==> config.mk <==
export PLATFORM = sky130hd
export DESIGN_NAME = bisr_test_scheduler
export DESIGN_NICKNAME = d
export VERILOG_FILES = /design/src/rtl/bisr_sched_pkg.sv /design/src/rtl/bisr_fault_scanner.sv /design/src/rtl/bisr_test_scheduler.sv
export SDC_FILE = /design/constraint.sdc
export NUM_CORES = 1
export LEC_CHECK = 0
export BUFFER_PORTS_ARGS = -buffer_cell sky130_fd_sc_hd__buf_2
export CAP_MARGIN = 5
export CORE_ASPECT_RATIO = 0.5
export CORE_MARGIN = 2
export CORE_UTILIZATION = 43
export DETAILED_ROUTE_END_ITERATION = 7
export GPL_TIMING_DRIVEN = 0
export PLACE_DENSITY = 0.84
export SLEW_MARGIN = 20
export SYNTH_ARGS = -nofsm -noshare
export SYNTH_HDL_FRONTEND = slang
export SYNTH_HIERARCHICAL = 1
export SYNTH_SLANG_ARGS = --single-unit
==> constraint.sdc <==
create_clock -name clk -period 4.6 [get_ports clk]
set_clock_uncertainty 0.1 [all_clocks]
set_input_delay 0.23 -clock clk [delete_from_list [all_inputs] [get_ports clk]]
set_output_delay 0.23 -clock clk [all_outputs]
set_load 0.03 [all_outputs]
==> src/rtl/bisr_sched_pkg.sv <==
// Shared definitions for the BISR test scheduler: controller state encoding,
// default campaign sizing and a field-width helper.
package bisr_sched_pkg;

    typedef enum logic [2:0] {
        ST_IDLE  = 3'd0,
        ST_HOLD  = 3'd1,
        ST_LOAD  = 3'd2,
        ST_START = 3'd3,
        ST_WAIT  = 3'd4,
        ST_SCAN  = 3'd5,
        ST_DONE  = 3'd6,
        ST_ERR   = 3'd7
    } state_t;

    localparam int DEF_NUM_PATTERNS = 4;
    localparam int DEF_TIMEOUT      = 64;

    // Width of a field able to hold values 0..n-1, never narrower than one bit.
    function automatic int fld_width(input int n);
        return (n > 1) ? $clog2(n) : 1;
    endfunction

endpackage

==> src/rtl/bisr_fault_scanner.sv <==
// Walks the accumulated fault map row-major, one PE per cycle, and hands out
// redundant units to faulty PEs in scan order. Faults beyond the last RU
// raise a sticky repair_fail.
module bisr_fault_scanner
    import bisr_sched_pkg::*;
#(
    parameter int ROWS   = 4,
    parameter int COLS   = 4,
    parameter int NUM_RU = 4,
    parameter int CB     = fld_width(COLS)
) (
    input  logic                     clk,
    input  logic                     rst,
    input  logic                     clear,
    input  logic                     scan_en,
    input  logic                     invalidate,
    input  logic [ROWS*COLS-1:0]     fault_map,
    output logic                     scan_last,
    output logic [CB*NUM_RU-1:0]     ru_row_mapping,
    output logic [CB*NUM_RU-1:0]     ru_col_mapping,
    output logic [NUM_RU-1:0]        ru_valid,
    output logic                     repair_fail
);

    localparam int NPE = ROWS * COLS;
    localparam int IW  = fld_width(NPE);
    localparam int AW  = fld_width(NUM_RU + 1);

    localparam logic [IW-1:0] IDX_LAST   = IW'(NPE - 1);
    localparam logic [CB-1:0] COL_LAST   = CB'(COLS - 1);
    localparam logic [AW-1:0] ALLOC_FULL = AW'(NUM_RU);

    logic [IW-1:0] scan_idx;
    logic [CB-1:0] scan_row;
    logic [CB-1:0] scan_col;
    logic [AW-1:0] alloc;
    logic          pe_faulty;

    assign pe_faulty = fault_map[scan_idx];
    assign scan_last = (scan_idx == IDX_LAST);

    // Scan position: flat index for the fault map plus row/column for the RU
    // fields; parked at PE 0 whenever the controller is not scanning.
    always_ff @(posedge clk) begin
        if (rst || !scan_en) begin
            scan_idx <= '0;
            scan_row <= '0;
            scan_col <= '0;
        end else begin
            scan_idx <= scan_idx + 1'b1;
            if (scan_col == COL_LAST) begin
                scan_col <= '0;
                scan_row <= scan_row + 1'b1;
            end else begin
                scan_col <= scan_col + 1'b1;
            end
        end
    end

    // RU allocation: the next free RU takes the faulty PE under the scan
    // pointer; once all RUs are used any further fault is unrepairable.
    always_ff @(posedge clk) begin
        if (rst || clear) begin
            alloc          <= '0;
            ru_row_mapping <= '0;
            ru_col_mapping <= '0;
            ru_valid       <= '0;
            repair_fail    <= 1'b0;
        end else if (invalidate) begin
            ru_valid <= '0;
        end else if (scan_en && pe_faulty) begin
            if (alloc != ALLOC_FULL) begin
                for (int k = 0; k < NUM_RU; k++) begin
                    if (alloc == AW'(k)) begin
                        ru_row_mapping[k*CB +: CB] <= scan_row;
                        ru_col_mapping[k*CB +: CB] <= scan_col;
                        ru_valid[k]                <= 1'b1;
                    end
                end
                alloc <= alloc + 1'b1;
            end else begin
                repair_fail <= 1'b1;
            end
        end
    end

endmodule

==> src/rtl/bisr_test_scheduler.sv <==
// BISR test scheduler: holds the systolic array out of matmul use, runs a
// table of self-test-word patterns, accumulates the per-PE fault map and
// finally lets the fault scanner allocate redundant units.
module bisr_test_scheduler
    import bisr_sched_pkg::*;
#(
    parameter  int ROWS         = 4,
    parameter  int COLS         = 4,
    parameter  int WORD_SIZE    = 16,
    parameter  int NUM_RU       = 4,
    parameter  int NUM_PATTERNS = DEF_NUM_PATTERNS,
    parameter  int TIMEOUT      = DEF_TIMEOUT,
    localparam int CB           = fld_width(COLS),
    localparam int PB           = fld_width(NUM_PATTERNS)
) (
    input  logic                     clk,
    input  logic                     rst,
    input  logic                     test_req,
    input  logic                     matmul_busy,
    output logic [PB-1:0]            pat_idx,
    input  logic [WORD_SIZE-1:0]     pat_op1,
    input  logic [WORD_SIZE-1:0]     pat_op2,
    input  logic [WORD_SIZE-1:0]     pat_add,
    input  logic [WORD_SIZE-1:0]     pat_expected,
    output logic [WORD_SIZE-1:0]     STW_mult_op1,
    output logic [WORD_SIZE-1:0]     STW_mult_op2,
    output logic [WORD_SIZE-1:0]     STW_add_op,
    output logic [WORD_SIZE-1:0]     STW_expected,
    output logic                     STW_test_load_en,
    output logic                     STW_start,
    input  logic                     STW_complete,
    input  logic [ROWS*COLS-1:0]     STW_result_mat,
    output logic                     array_hold,
    output logic [ROWS*COLS-1:0]     fault_map,
    output logic [CB*NUM_RU-1:0]     ru_row_mapping,
    output logic [CB*NUM_RU-1:0]     ru_col_mapping,
    output logic [NUM_RU-1:0]        ru_valid,
    output logic                     test_busy,
    output logic                     test_done,
    output logic                     repair_fail,
    output logic                     timeout_err
);

    localparam int TW = fld_width(TIMEOUT);

    localparam logic [PB-1:0] PAT_LAST  = PB'(NUM_PATTERNS - 1);
    localparam logic [TW-1:0] WAIT_LAST = TW'(TIMEOUT - 1);

    state_t        state;
    state_t        state_nxt;
    logic [TW-1:0] wait_cnt;
    logic          accept;
    logic          complete_hit;
    logic          expire;
    logic          scan_last;

    assign accept       = (state == ST_IDLE) && test_req;
    assign complete_hit = (state == ST_WAIT) && STW_complete;
    // Completion in the final counter cycle takes priority over the timeout.
    assign expire       = (state == ST_WAIT) && !STW_complete && (wait_cnt == WAIT_LAST);

    // State register.
    // NOTE: sequential state uses non-blocking assignments so every register
    // samples pre-edge values regardless of block ordering.
    always_ff @(posedge clk) begin
        if (rst) state <= ST_IDLE;
        else     state <= state_nxt;
    end

    // Next-state selection and state-decoded strobes.
    // NOTE: every output of this block gets a default before the case so no
    // path leaves it unassigned and no latch is inferred.
    always_comb begin
        state_nxt        = state;
        STW_test_load_en = 1'b0;
        STW_start        = 1'b0;
        array_hold       = 1'b0;
        test_busy        = 1'b1;
        test_done        = 1'b0;
        unique case (state)
            ST_IDLE: begin
                test_busy = 1'b0;
                if (test_req) state_nxt = ST_HOLD;
            end
            ST_HOLD: begin
                array_hold = 1'b1;
                if (!matmul_busy) state_nxt = ST_LOAD;
            end
            ST_LOAD: begin
                array_hold       = 1'b1;
                STW_test_load_en = 1'b1;
                state_nxt        = ST_START;
            end
            ST_START: begin
                array_hold = 1'b1;
                STW_start  = 1'b1;
                state_nxt  = ST_WAIT;
            end
            ST_WAIT: begin
                array_hold = 1'b1;
                if (STW_complete)
                    state_nxt = (pat_idx == PAT_LAST) ? ST_SCAN : ST_LOAD;
                else if (expire)
                    state_nxt = ST_ERR;
            end
            ST_SCAN: begin
                array_hold = 1'b1;
                if (scan_last) state_nxt = ST_DONE;
            end
            ST_DONE: begin
                test_done = 1'b1;
                state_nxt = ST_IDLE;
            end
            ST_ERR: begin
                test_done = 1'b1;
                state_nxt = ST_IDLE;
            end
            default: state_nxt = ST_IDLE;
        endcase
    end

    // Pattern registers and pattern index. The ROM word for pat_idx is
    // captured on the edge that ends LOAD, so STW_* are stable from the
    // START strobe through the whole WAIT window.
    always_ff @(posedge clk) begin
        if (rst) begin
            pat_idx      <= '0;
            STW_mult_op1 <= '0;
            STW_mult_op2 <= '0;
            STW_add_op   <= '0;
            STW_expected <= '0;
        end else begin
            if (accept)
                pat_idx <= '0;
            else if (complete_hit && (pat_idx != PAT_LAST))
                pat_idx <= pat_idx + 1'b1;
            if (state == ST_LOAD) begin
                STW_mult_op1 <= pat_op1;
                STW_mult_op2 <= pat_op2;
                STW_add_op   <= pat_add;
                STW_expected <= pat_expected;
            end
        end
    end

    // Completion watchdog: cleared by START, counts every WAIT cycle.
    always_ff @(posedge clk) begin
        if (rst || (state == ST_START)) wait_cnt <= '0;
        else if (state == ST_WAIT)      wait_cnt <= wait_cnt + 1'b1;
    end

    // Campaign results: fault map accumulation and the sticky timeout flag,
    // both held in IDLE until the next accepted request.
    always_ff @(posedge clk) begin
        if (rst || accept) begin
            fault_map   <= '0;
            timeout_err <= 1'b0;
        end else begin
            if (complete_hit) fault_map <= fault_map | STW_result_mat;
            if (expire)       timeout_err <= 1'b1;
        end
    end

    bisr_fault_scanner #(
        .ROWS   (ROWS),
        .COLS   (COLS),
        .NUM_RU (NUM_RU),
        .CB     (CB)
    ) u_scanner (
        .clk            (clk),
        .rst            (rst),
        .clear          (accept),
        .scan_en        (state == ST_SCAN),
        .invalidate     (state == ST_ERR),
        .fault_map      (fault_map),
        .scan_last      (scan_last),
        .ru_row_mapping (ru_row_mapping),
        .ru_col_mapping (ru_col_mapping),
        .ru_valid       (ru_valid),
        .repair_fail    (repair_fail)
    );

endmodule

# [Yosys cells after proc, flatten, opt, wreduce, memory -nomap -nowiden]
# Index checks and enable logic that the tools add are counted.
[word_totals] regBits=124 in_bits=85
[op_classes] mux=14 magnitude_cmp=1 n_eq_ne=20 n_reduce_logical=29 bitwise_logic=3 add_sub_neg=6
[op_table] cell="$pmux 3 s7" n=1
[op_table] cell="$reduce_and 4->1" n=5
[op_table] cell="$mux 3" n=6
[op_table] cell="$reduce_and 3->1" n=6
[op_table] cell="$or 16x16->16" n=1
[op_table] cell="$eq 3x2->1 const B" n=4
[op_table] cell="$eq 3x3->1 const B" n=4
[op_table] cell="$ne 2x2->1 const B" n=4
[op_table] cell="$reduce_or 2->1" n=4
[op_table] cell="$add 2x1->2 const B" n=3
[op_table] cell="$add 6x1->6 const B" n=1
[op_table] cell="$eq 3x1->1 const B" n=2
[op_table] cell="$eq 6x6->1 const B" n=1
[op_table] cell="$logic_and 1x1->1" n=6
[op_table] cell="$logic_not 3->1" n=2
[op_table] cell="$mux 1" n=6
[op_table] cell="$ne 3x3->1 const B" n=2
[op_table] cell="$lt 4x5->1 const B" n=1
[op_table] cell="$reduce_or 5->1" n=1
[op_table] cell="$add 4x1->4 const B" n=1
[op_table] cell="$bmux 1 s4" n=1
[op_table] cell="$eq 2x2->1 const B" n=2
[op_table] cell="$eq 4x4->1 const B" n=1
[op_table] cell="$add 3x1->3 const B" n=1
[op_table] cell="3 further kinds" n=7

# [Longest topological paths before layout]
# Gate-level depths: netlist of the first run.
[logic_depth] depth_word=6 ltp_mapped=9 ltp_nobuf=7

# [Hierarchy]
# The synthesis of the first run kept the hierarchy.
[modules_own_cells] mod="bisr_test_scheduler" instances=1 seq_area_each_um2=1841.8 area_per_inst_um2=3354.5 cells_each=406
[modules_own_cells] mod="bisr_fault_scanner" instances=1 seq_area_each_um2=640.6 area_per_inst_um2=1486.4 cells_each=153

# [Worst setup path after synthesis of the first run]
# OpenSTA, ideal clock, no wires.
[synth_timing] path_kind="flip-flop to flip-flop" start="register state[0]" end="register u_scanner.ru_row_mapping[4]" period_less_slack_ns=1.820 path_slack_ns=2.780 t_arrival_ns=1.648 stages_incl_launch_ff=9 cell_sequence="dfxtp_1 -> buf_6 -> and3_1 -> nand2b_1 -> a221oi_2 -> a22o_4 -> and3_1 -> buf_4 -> mux2i_1"
[synth_between] elab_chain_len=3
[synth_rtl] item="from (decl)" line_no="bisr_test_scheduler.sv:49" rtl="state_t state;"
[synth_rtl] item="from (signal assigned)" line_no="bisr_test_scheduler.sv:67" rtl="else state <= state_nxt;"
[synth_rtl] item="$eq 3x3->1 (tied with other cells)" line_no="bisr_test_scheduler.sv:173" rtl=".scan_en (state == ST_SCAN),"
[synth_rtl] item="$logic_and 1x1->1 (tied with other cells)" line_no="bisr_fault_scanner.sv:71" rtl="end else if (scan_en && pe_faulty) begin"
[synth_rtl] item="$reduce_and 4->1 (no line) or $logic_or 1x1->1 (tied branches)"
[synth_rtl] item="to (signal, indexed assignment)" line_no="bisr_fault_scanner.sv:75" rtl="ru_row_mapping[k*CB +: CB] <= scan_row;"
[synth_rtl] item="to (decl)" line_no="bisr_fault_scanner.sv:19" rtl="output logic [CB*NUM_RU-1:0] ru_row_mapping,"
# Parallel ways exist; a longest one is shown, timed or not.
# A chain may end at the register's enable or synchronous reset.

# [Final worst setup path of the first run]
[layout_timing] start="register state[1]" end="output STW_test_load_en"
[layout_between] elab_chain_len=2
[layout_rtl] item="$eq 3x2->1" line_no="bisr_test_scheduler.sv:80" rtl="unique case (state)"
[layout_rtl] item="$mux 1" line_no="bisr_test_scheduler.sv:80"
[layout_rtl] item="to (decl)" line_no="bisr_test_scheduler.sv:29" rtl="output logic STW_test_load_en,"
# No other way between the ends.

==> results of run 1 <==
==> per-stage QoR <==
step,util (%),setup WS (ps)
2_1_floorplan,-,2780
3_3_place_gp,54.5,2620
3_5_place_dp,54.5,2530
4_1_cts,67.0,2410
5_1_grt,67.0,2250
6_report,67.0,2410
==> registers in the layout (all words and copies together), names as in the netlist, 6 cells and up <==
name	cells
STW_mult_op2	16
u_scanner/ru_row_mapping	8
wait_cnt	6
fault_map	16
STW_add_op	16
STW_expected	16
STW_mult_op1	16
u_scanner/ru_col_mapping	8
==> cell families (layout without fill, tap and decap cells) <==
family | after synthesis | in the layout | share of synthesized area (%)
simple gates | 234 | 234 | 20.3
xor+xnor | 10 | 10 | 1.81
flops | 124 | 124 | 51.3
buf+inv | 45 | 349 | 5.09
mux | 26 | 26 | 5.38
other cells | 0 | 1 | 0
compound gates | 111 | 111 | 13.8
fa+ha+maj | 9 | 9 | 2.33
==> worst min-delay path by stage <==
stage	from	to	slack, ps	depth (start not counted)
2_1_floorplan	rst	u_scanner/repair_fail	210	1
3_3_place_gp	STW_add_op[6]	STW_add_op[6]	340	2
3_5_place_dp	STW_expected[8]	STW_expected[8]	340	2
4_1_cts	matmul_busy	state[0]	120	4
5_1_grt	test_req	u_scanner/repair_fail	170	3
6_report	matmul_busy	state[0]	140	4
==> repair_timing <==
| action | CTS | global route |
|---|---|---|
| setup endpoints to repair | 0 | 0 |
| endpoints found under the hold margin | 82 | 0 |
| hold buffers | 81 | 0 |
==> final cells by class <==
cell class,count,area (um^2),share of cell area (%)
clock inverters,8,67.6,0.919
repair buffers,274,1780,24.2
well taps,145,181,2.47
diodes,1,2.50,0.0340
multi-input cells,390,2110,28.7
flip-flops and latches,124,2480,33.8
inverters,11,41.3,0.562
plain buffers,34,205,2.79
clock buffers,22,484,6.58
==> metal layers <==
layer	part of all wire, %	global-route usage [%]
met1	41	26.8
met2	51	42.8
met3	4.3	5.13
met4	3.9	14.5
met5	0	0
==> synth_stat cells, types with 3 or more instances <==
master    instances
nand2_1         158
clkbuf_1         12
nor2_1           40
and3_1            6
nand2b_1          5
nor3_1            3
xnor2_1           5
nor2b_1           3
o21ai_0           3
mux2i_1          26
a221oi_2          4
dfxtp_1         124
and2_1            5
ha_1              9
buf_4             3
xor2_1            5
buf_2            11
inv_1             9
buf_6             7
a21oi_1          85
==> worst register-to-register path: stages (launching register included) <==
cell and delay (ps):
dfxtp_1 300, buf_2 190, nor3_1 100, and2_1 220
nor2_1 330, clkbuf_1 400, nand2_1 220, mux2i_1 200
==> where the power goes <==
| group | internal [mW] | switching (mW) |
|---|---|---|
| logic | 0.270 | 0.509 |
| registers | 1.16 | 0.0471 |
| clock network | 0.788 | 0.455 |
| total | 2.22 | 1.01 |
==> flow_summary.toml, run 1 <==
[floorplanning]
start_util_pct = 44.1
num_rows = 27
io-pin-count = 194
dieArea_mm2 = 0.0122
core_mm2 = 0.0110
die_y_um = 79.0
die_w_um = 154

[cells_and_area]
mostFrequentLayoutCells = "buf_2 (204), nand2_1 (158), dfxtp_1 (124)"
area_delta_synth_final_pct = 51.9
final_cells = 1009
drive_gt1_share_pct = 29.4
fillers = 830
final_area_mm2 = 0.00735
layout_commonest_cell = "buf_2"
final_nets = 946

[power_and_ir_drop]
fin_total_pwr_mw = 3.23
p_leak_nw = 3.34
ir_drop_uv = 268
p_per_area_mw_per_mm2 = 440

[global_routing]
grt_pass1_wl_mm = 23.3
grt_max_degree = 17
grt_antenna_before_repair = 0
track_usage_pct = 24.0
grt_pass1_vias = 5055
grt_overflow = 0

[clock_network]
cts_sinks = 124
clockBufferDepth = 2
cts_max_level = 4
clk_latency_ps = 400
cts_resized = 0
clockRootBuffer = "clkbuf_16"
postCtsSetupBuffers = 0
cts-buffers-inserted = 17
clk_pin_slew_ps = 60
cts_tree = "yes"

[setup_path]
cp_common_cell = "buf_2"
start_kind = "register"
worstSetupStartpoint = "state[1]"
slowest_stage = "or3_1"
crit_chain = "buf_2, inv_2, or3_1, inv_2, buf_2, buf_2"
crit_type = "register to output port"
r2r_end = "u_scanner/ru_row_mapping[2]"
cpPeakStageDelay_ps = 370
critPathRequiredTime_ps = 4270
critPathCaptureType = "output port"
crit_end = "STW_test_load_en"
crit_family = "buffers and inverters"
cp_num_cells = 6
cp.arrival_ps = 1860
regToRegSetupSlack_ps = 2470
r2r_cells = 7
worstPathMaxFanout = 10
crit_buf_inv = 5
r2r-start = "state[1]"

[timing]
whs_ps = 137
period_share_pct = 47.6
slew_headroom_pct = 62.4
period_needed_ps = 2190
hold_viol = 0
totalNegativeSetupSlack_ps = 0
setup_violations = 0
tightest_slew_ps = 564
fmax_ghz = 0.456
rsz0062_at_grt = "no"
timing.final.max_slew_violations = 0

[place]
io_buffers = 193
hpwl_mm = 9.17
place_area_mm2 = 0.00599
globalplace.congestion = 0.813
place_inst = 897

[yosys]
synth_area_mm2 = 0.00484
postSynthCellCount = 559
synth-edff-count = 0
yosys_warnings = 6
yosysTopAreaCell = "dfxtp_1"
syn-num-nets = 653
ys_seq_elements = 124
synth_top_area_share_pct = 51.3
syn_avg_cell_area_um2 = 8.66
synth-main-ff-cell = "dfxtp_1"
synth_area_leaders = "dfxtp_1 (51%), nand2_1 (12%), a21oi_1 (8.8%)"
synth_cell_type_count = 47
synth_seq_area_share_pct = 51.3
async_reset_ff_share_pct = 0

[drt]
ant_nets = 0
drt_wl_total_mm = 14.6
via_count = 4985
routedWlPerCell_um = 14.5
first_pass_iters = 5
drtIter0Drc = 265
via_per_inst = 4.94
drc_errors = 0

[hold_path]
hold_path.class = "primary input to register"

[flow_run]
max-cap-violations = 0

[run_status]
outcome = "finished clean"
(Power assumes the default switching activity.)
==> inputs of run 2 (changes only) <==
Clock period 4.6 ns to 2.2 ns, I/O delays scaled along.
==> run 2 against run 1 <==
Against the previous run: count of clock-buffer cells in the layout unchanged; combinational power increased by 110%; routed wire length is essentially flat; global-route usage stayed put; die area is the same; cell count stayed put; largest cell class unchanged.
==> flow_summary.toml, run 2 (synthesis gave the netlist of run 1 again) <==
[run_status]
outcome = "finished clean"

[floorplanning]
start_util_pct = 44.1
die_y_um = 79.0
dieArea_mm2 = 0.0122
num_rows = 27
die_w_um = 154
io-pin-count = 194
core_mm2 = 0.0110

[setup_path]
crit_type = "register to output port"
worstPathMaxFanout = 10
cp_num_cells = 6
crit_chain = "buf_2, inv_2, or3_1, inv_2, buf_2, buf_2"
start_kind = "register"
r2r_end = "u_scanner/ru_row_mapping[4]"
r2r_cells = 7
cp_common_cell = "buf_2"
regToRegSetupSlack_ps = 170
critPathRequiredTime_ps = 1990
crit_family = "buffers and inverters"
slowest_stage = "or3_1"
r2r-start = "u_scanner/scan_idx[0]"
worstSetupStartpoint = "state[1]"
crit_end = "STW_test_load_en"
cp.arrival_ps = 1860
critPathCaptureType = "output port"
crit_buf_inv = 5
cpPeakStageDelay_ps = 370

[timing]
tightest_slew_ps = 564
setup_violations = 0
timing.final.max_slew_violations = 0
period_needed_ps = 2070
totalNegativeSetupSlack_ps = 0
fin_ws_ps = 129
slew_headroom_pct = 62.4
rsz0062_at_grt = "no"
hold_viol = 0
fmax_ghz = 0.483
period_share_pct = 94.1

[drt]
via_count = 4988
ant_nets = 0
via_per_inst = 4.94
routedWlPerCell_um = 14.5
drtIter0Drc = 261
first_pass_iters = 5
drc_errors = 0
drt_wl_total_mm = 14.7

[power_and_ir_drop]
ir_drop_uv = 560
p_per_area_mw_per_mm2 = 919
p_leak_nw = 3.34
fin_total_pwr_mw = 6.76

[clock_network]
cts-buffers-inserted = 17
cts_sinks = 124
postCtsSetupBuffers = 0
clk_latency_ps = 400
cts_max_level = 4
clockBufferDepth = 2
clockRootBuffer = "clkbuf_16"
cts_tree = "yes"
clk_pin_slew_ps = 60

[cells_and_area]
final_nets = 946
drive_gt1_share_pct = 29.7
area_delta_synth_final_pct = 52.0
layout_commonest_cell = "buf_2"
mostFrequentLayoutCells = "buf_2 (204), nand2_1 (158), dfxtp_1 (123)"

[place]
hpwl_mm = 9.17
globalplace.congestion = 0.813
io_buffers = 193
pre_cts_slack_ps = 126

[global_routing]
grt_pass1_wl_mm = 23.3
grt_antenna_before_repair = 0
grt_pass1_vias = 5055
track_usage_pct = 24.0
grt_overflow = 0
grt_max_degree = 17

[flow_run]
max-cap-violations = 0

[hold_path]
hold_path.class = "primary input to register"
==> run 2: cell counts in the layout (fill, tap and decap cells not counted) <==
Identical to the previous run, type by type.
==> run 2: timing repair <==
item | in CTS | in global routing
hold endpoints to repair | 82 | 0
endpoints found under the setup margin | 0 | 5
hold buffers | 81 | 0
resized for setup | 0 | 3
==> run 2: worst min-delay path, stage by stage <==
cell and delay [ps]:
buf_2 80, a211o_1 130, nand4b_1 100, o41ai_2 70
==> run 2: cell type report <==
cell class | instances | area, um^2
inverters | 11 | 41.3
multi-input cells | 390 | 2110
fillers | 828 | 3620
clock buffers | 22 | 484
well taps | 145 | 181
plain buffers | 34 | 206
flip-flops and latches | 124 | 2480
diodes | 1 | 2.50
repair buffers | 274 | 1780
clock inverters | 8 | 67.6
==> run 2: worst min path at each step <==
stage / from / endpoint / slack, ps / cells past startpoint
2_1_floorplan: rst / u_scanner/repair_fail / 90 / 1
6_report: matmul_busy / state[0] / 20 / 4
3_5_place_dp: STW_result_mat[11] / fault_map[11] / 240 / 3
3_3_place_gp: STW_result_mat[0] / fault_map[0] / 230 / 3
5_1_grt: matmul_busy / state[0] / 50 / 4
4_1_cts: matmul_busy / state[0] / 5 / 4
==> run 2: per-stage QoR <==
step / util [%] / instance area (um^2) / std cells / hold WS (ps)
after floorplan: - / 4840 / 559 / 89.3
after global placement: 54.5 / 5990 / 897 / 234
after detailed placement: 54.5 / 5990 / 897 / 245
after CTS: 67.0 / 7350 / 1008 / 4.95
after global routing: 67.0 / 7350 / 1008 / 48.4
final: 67.0 / 7360 / 1009 / 17.5
==> run 2: power by group <==
group | total [mW] | internal, mW | switching (mW)
clock network | 2.60 | 1.65 | 0.950
logic | 1.63 | 0.566 | 1.07
registers | 2.53 | 2.43 | 0.0985
==> run 2: metal layers <==
metal / part of all wire, % / track usage, % / up-vias
met2: 50 / 42.8 / 164
met4: 3.9 / 14.5 / 0
met1: 42 / 26.8 / 2338
met5: 0 / 0 / -
met3: 4.3 / 5.13 / 52
li1: - / - / 2434
==> inputs of run 3 (changes only) <==
==> constraint.sdc (replaced) <==
create_clock -name clk -period 2.2 [get_ports clk]
set_clock_uncertainty 0.1 [all_clocks]
set_input_delay 0.22 -clock clk [delete_from_list [all_inputs] [get_ports clk]]
set_output_delay 0.22 -clock clk [all_outputs]
set_load 0.03 [all_outputs]
==> run 3 against run 2 <==
Against the previous run: register-to-register slack hardly changed; maximum frequency decreased by 0.80%; via count is 0.48% lower; cell count barely moved.
==> flow_summary.toml, run 3 (synthesis gave the netlist of run 1 again) <==
[global_routing]
track_usage_pct = 24.0
grt_overflow = 0
grt_antenna_before_repair = 0
grt_pass1_vias = 5055
grt_max_degree = 17
grt_pass1_wl_mm = 23.3

[timing]
hold_viol = 0
setup_violations = 0
timing.final.max_slew_violations = 0
slew_headroom_pct = 65.6
whs_ps = 127
tightest_slew_ps = 514
fmax_ghz = 0.479
period_share_pct = 94.9
rsz0062_at_grt = "no"
totalNegativeSetupSlack_ps = 0
period_needed_ps = 2090

[floorplanning]
die_y_um = 79.0
num_rows = 27
io-pin-count = 194
core_mm2 = 0.0110
die_w_um = 154
start_util_pct = 44.1
dieArea_mm2 = 0.0122

[place]
globalplace.congestion = 0.813
hpwl_mm = 9.17
place_inst = 897
io_buffers = 193
place_area_mm2 = 0.00599

[setup_path]
start_kind = "register"
crit_chain = "buf_2, inv_2, or3_1, inv_2, clkbuf_4"
crit_buf_inv = 4
crit_type = "register to output port"
slowest_stage = "or3_1"
cp_common_cell = "inv_2"
cp.arrival_ps = 1770
crit_family = "buffers and inverters"
critPathRequiredTime_ps = 1880
cpPeakStageDelay_ps = 370
critPathCaptureType = "output port"
worstPathMaxFanout = 11
regToRegSetupSlack_ps = 170

[drt]
wl_met2_mm = 7.35
drt_wl_total_mm = 14.6
drc_errors = 0
ant_nets = 0
via_per_inst = 4.92
wl_met3_um = 633
drt-met1-wl_mm = 6.06
drtIter0Drc = 283
via_count = 4964
routedWlPerCell_um = 14.5
top_layer = "met4"
first_pass_iters = 5

[flow_run]
max-cap-violations = 0

[clock_network]
clockRootBuffer = "clkbuf_16"
postCtsSetupBuffers = 0
cts_sinks = 124
cts-buffers-inserted = 17
cts_max_level = 4
clk_latency_ps = 400
cts_tree = "yes"
clk_pin_slew_ps = 50
clockBufferDepth = 2

[power_and_ir_drop]
fin_total_pwr_mw = 6.75
p_per_area_mw_per_mm2 = 918
p_leak_nw = 3.34
ir_drop_uv = 560

[cells_and_area]
layout_commonest_cell = "buf_2"
drive_gt1_share_pct = 29.7
area_delta_synth_final_pct = 51.9
final_cells = 1008
mostFrequentLayoutCells = "buf_2 (202), nand2_1 (158), dfxtp_1 (123)"
final_nets = 945
final_area_mm2 = 0.00735

[hold_path]
hold_path.class = "primary input to register"

[run_status]
outcome = "finished clean"
-- run 3: changes by cell type in the layout (fill, tap and decap cells not counted), sizes merged --
cell    previous run  this run
buf              215       213
clkbuf            34        35
-- run 3: worst paths after layout --
kind,start,end,cells after the start
hold / removal,matmul_busy,state[0],4
hold reg to reg,STW_expected[1],STW_expected[1],2
setup reg to reg,u_scanner/scan_idx[0],u_scanner/ru_row_mapping[4],7
setup / recovery,state[1],STW_test_load_en,5
-- run 3: through the flow --
stage,util (%),setup slack [ps]
detailed placement,54.5,126
finish,67.0,112
floorplan,-,380
CTS,67.0,17.0
global route,67.0,12.1
global placement,54.5,218
-- run 3: worst min-delay path, delay by kind of cell --
kind                   cells  cell delay (ps)
AND/OR/NAND/NOR            1              100
buffers and inverters      1               80
AO/OA/AOI/OAI              2              200
-- run 3: final cells by class --
type	count	area, um^2
inverters	11	41.3
well taps	145	181
diodes	1	2.50
clock inverters	8	67.6
fillers	826	3620
repair buffers	274	1780
clock buffers	22	484
flip-flops and latches	124	2480
plain buffers	33	203
multi-input cells	390	2110
-- run 3: what timing repair did --
action	in CTS	in global routing
hold buffers	81	0
resized for setup	0	6
setup endpoints to repair	0	14
endpoints found under the hold margin	82	0
-- run 3: where the power goes --
group	internal, mW	total (mW)	switching [mW]
Sequential	2.43	2.53	0.0994
Clock	1.65	2.59	0.942
Combinational	0.565	1.63	1.06
-- run 3: layer usage --
layer / track usage [%] / vias up
met5: 0 / -
met4: 14.5 / 0
met3: 5.13 / 50
met2: 42.8 / 142
met1: 26.8 / 2336
li1: - / 2436
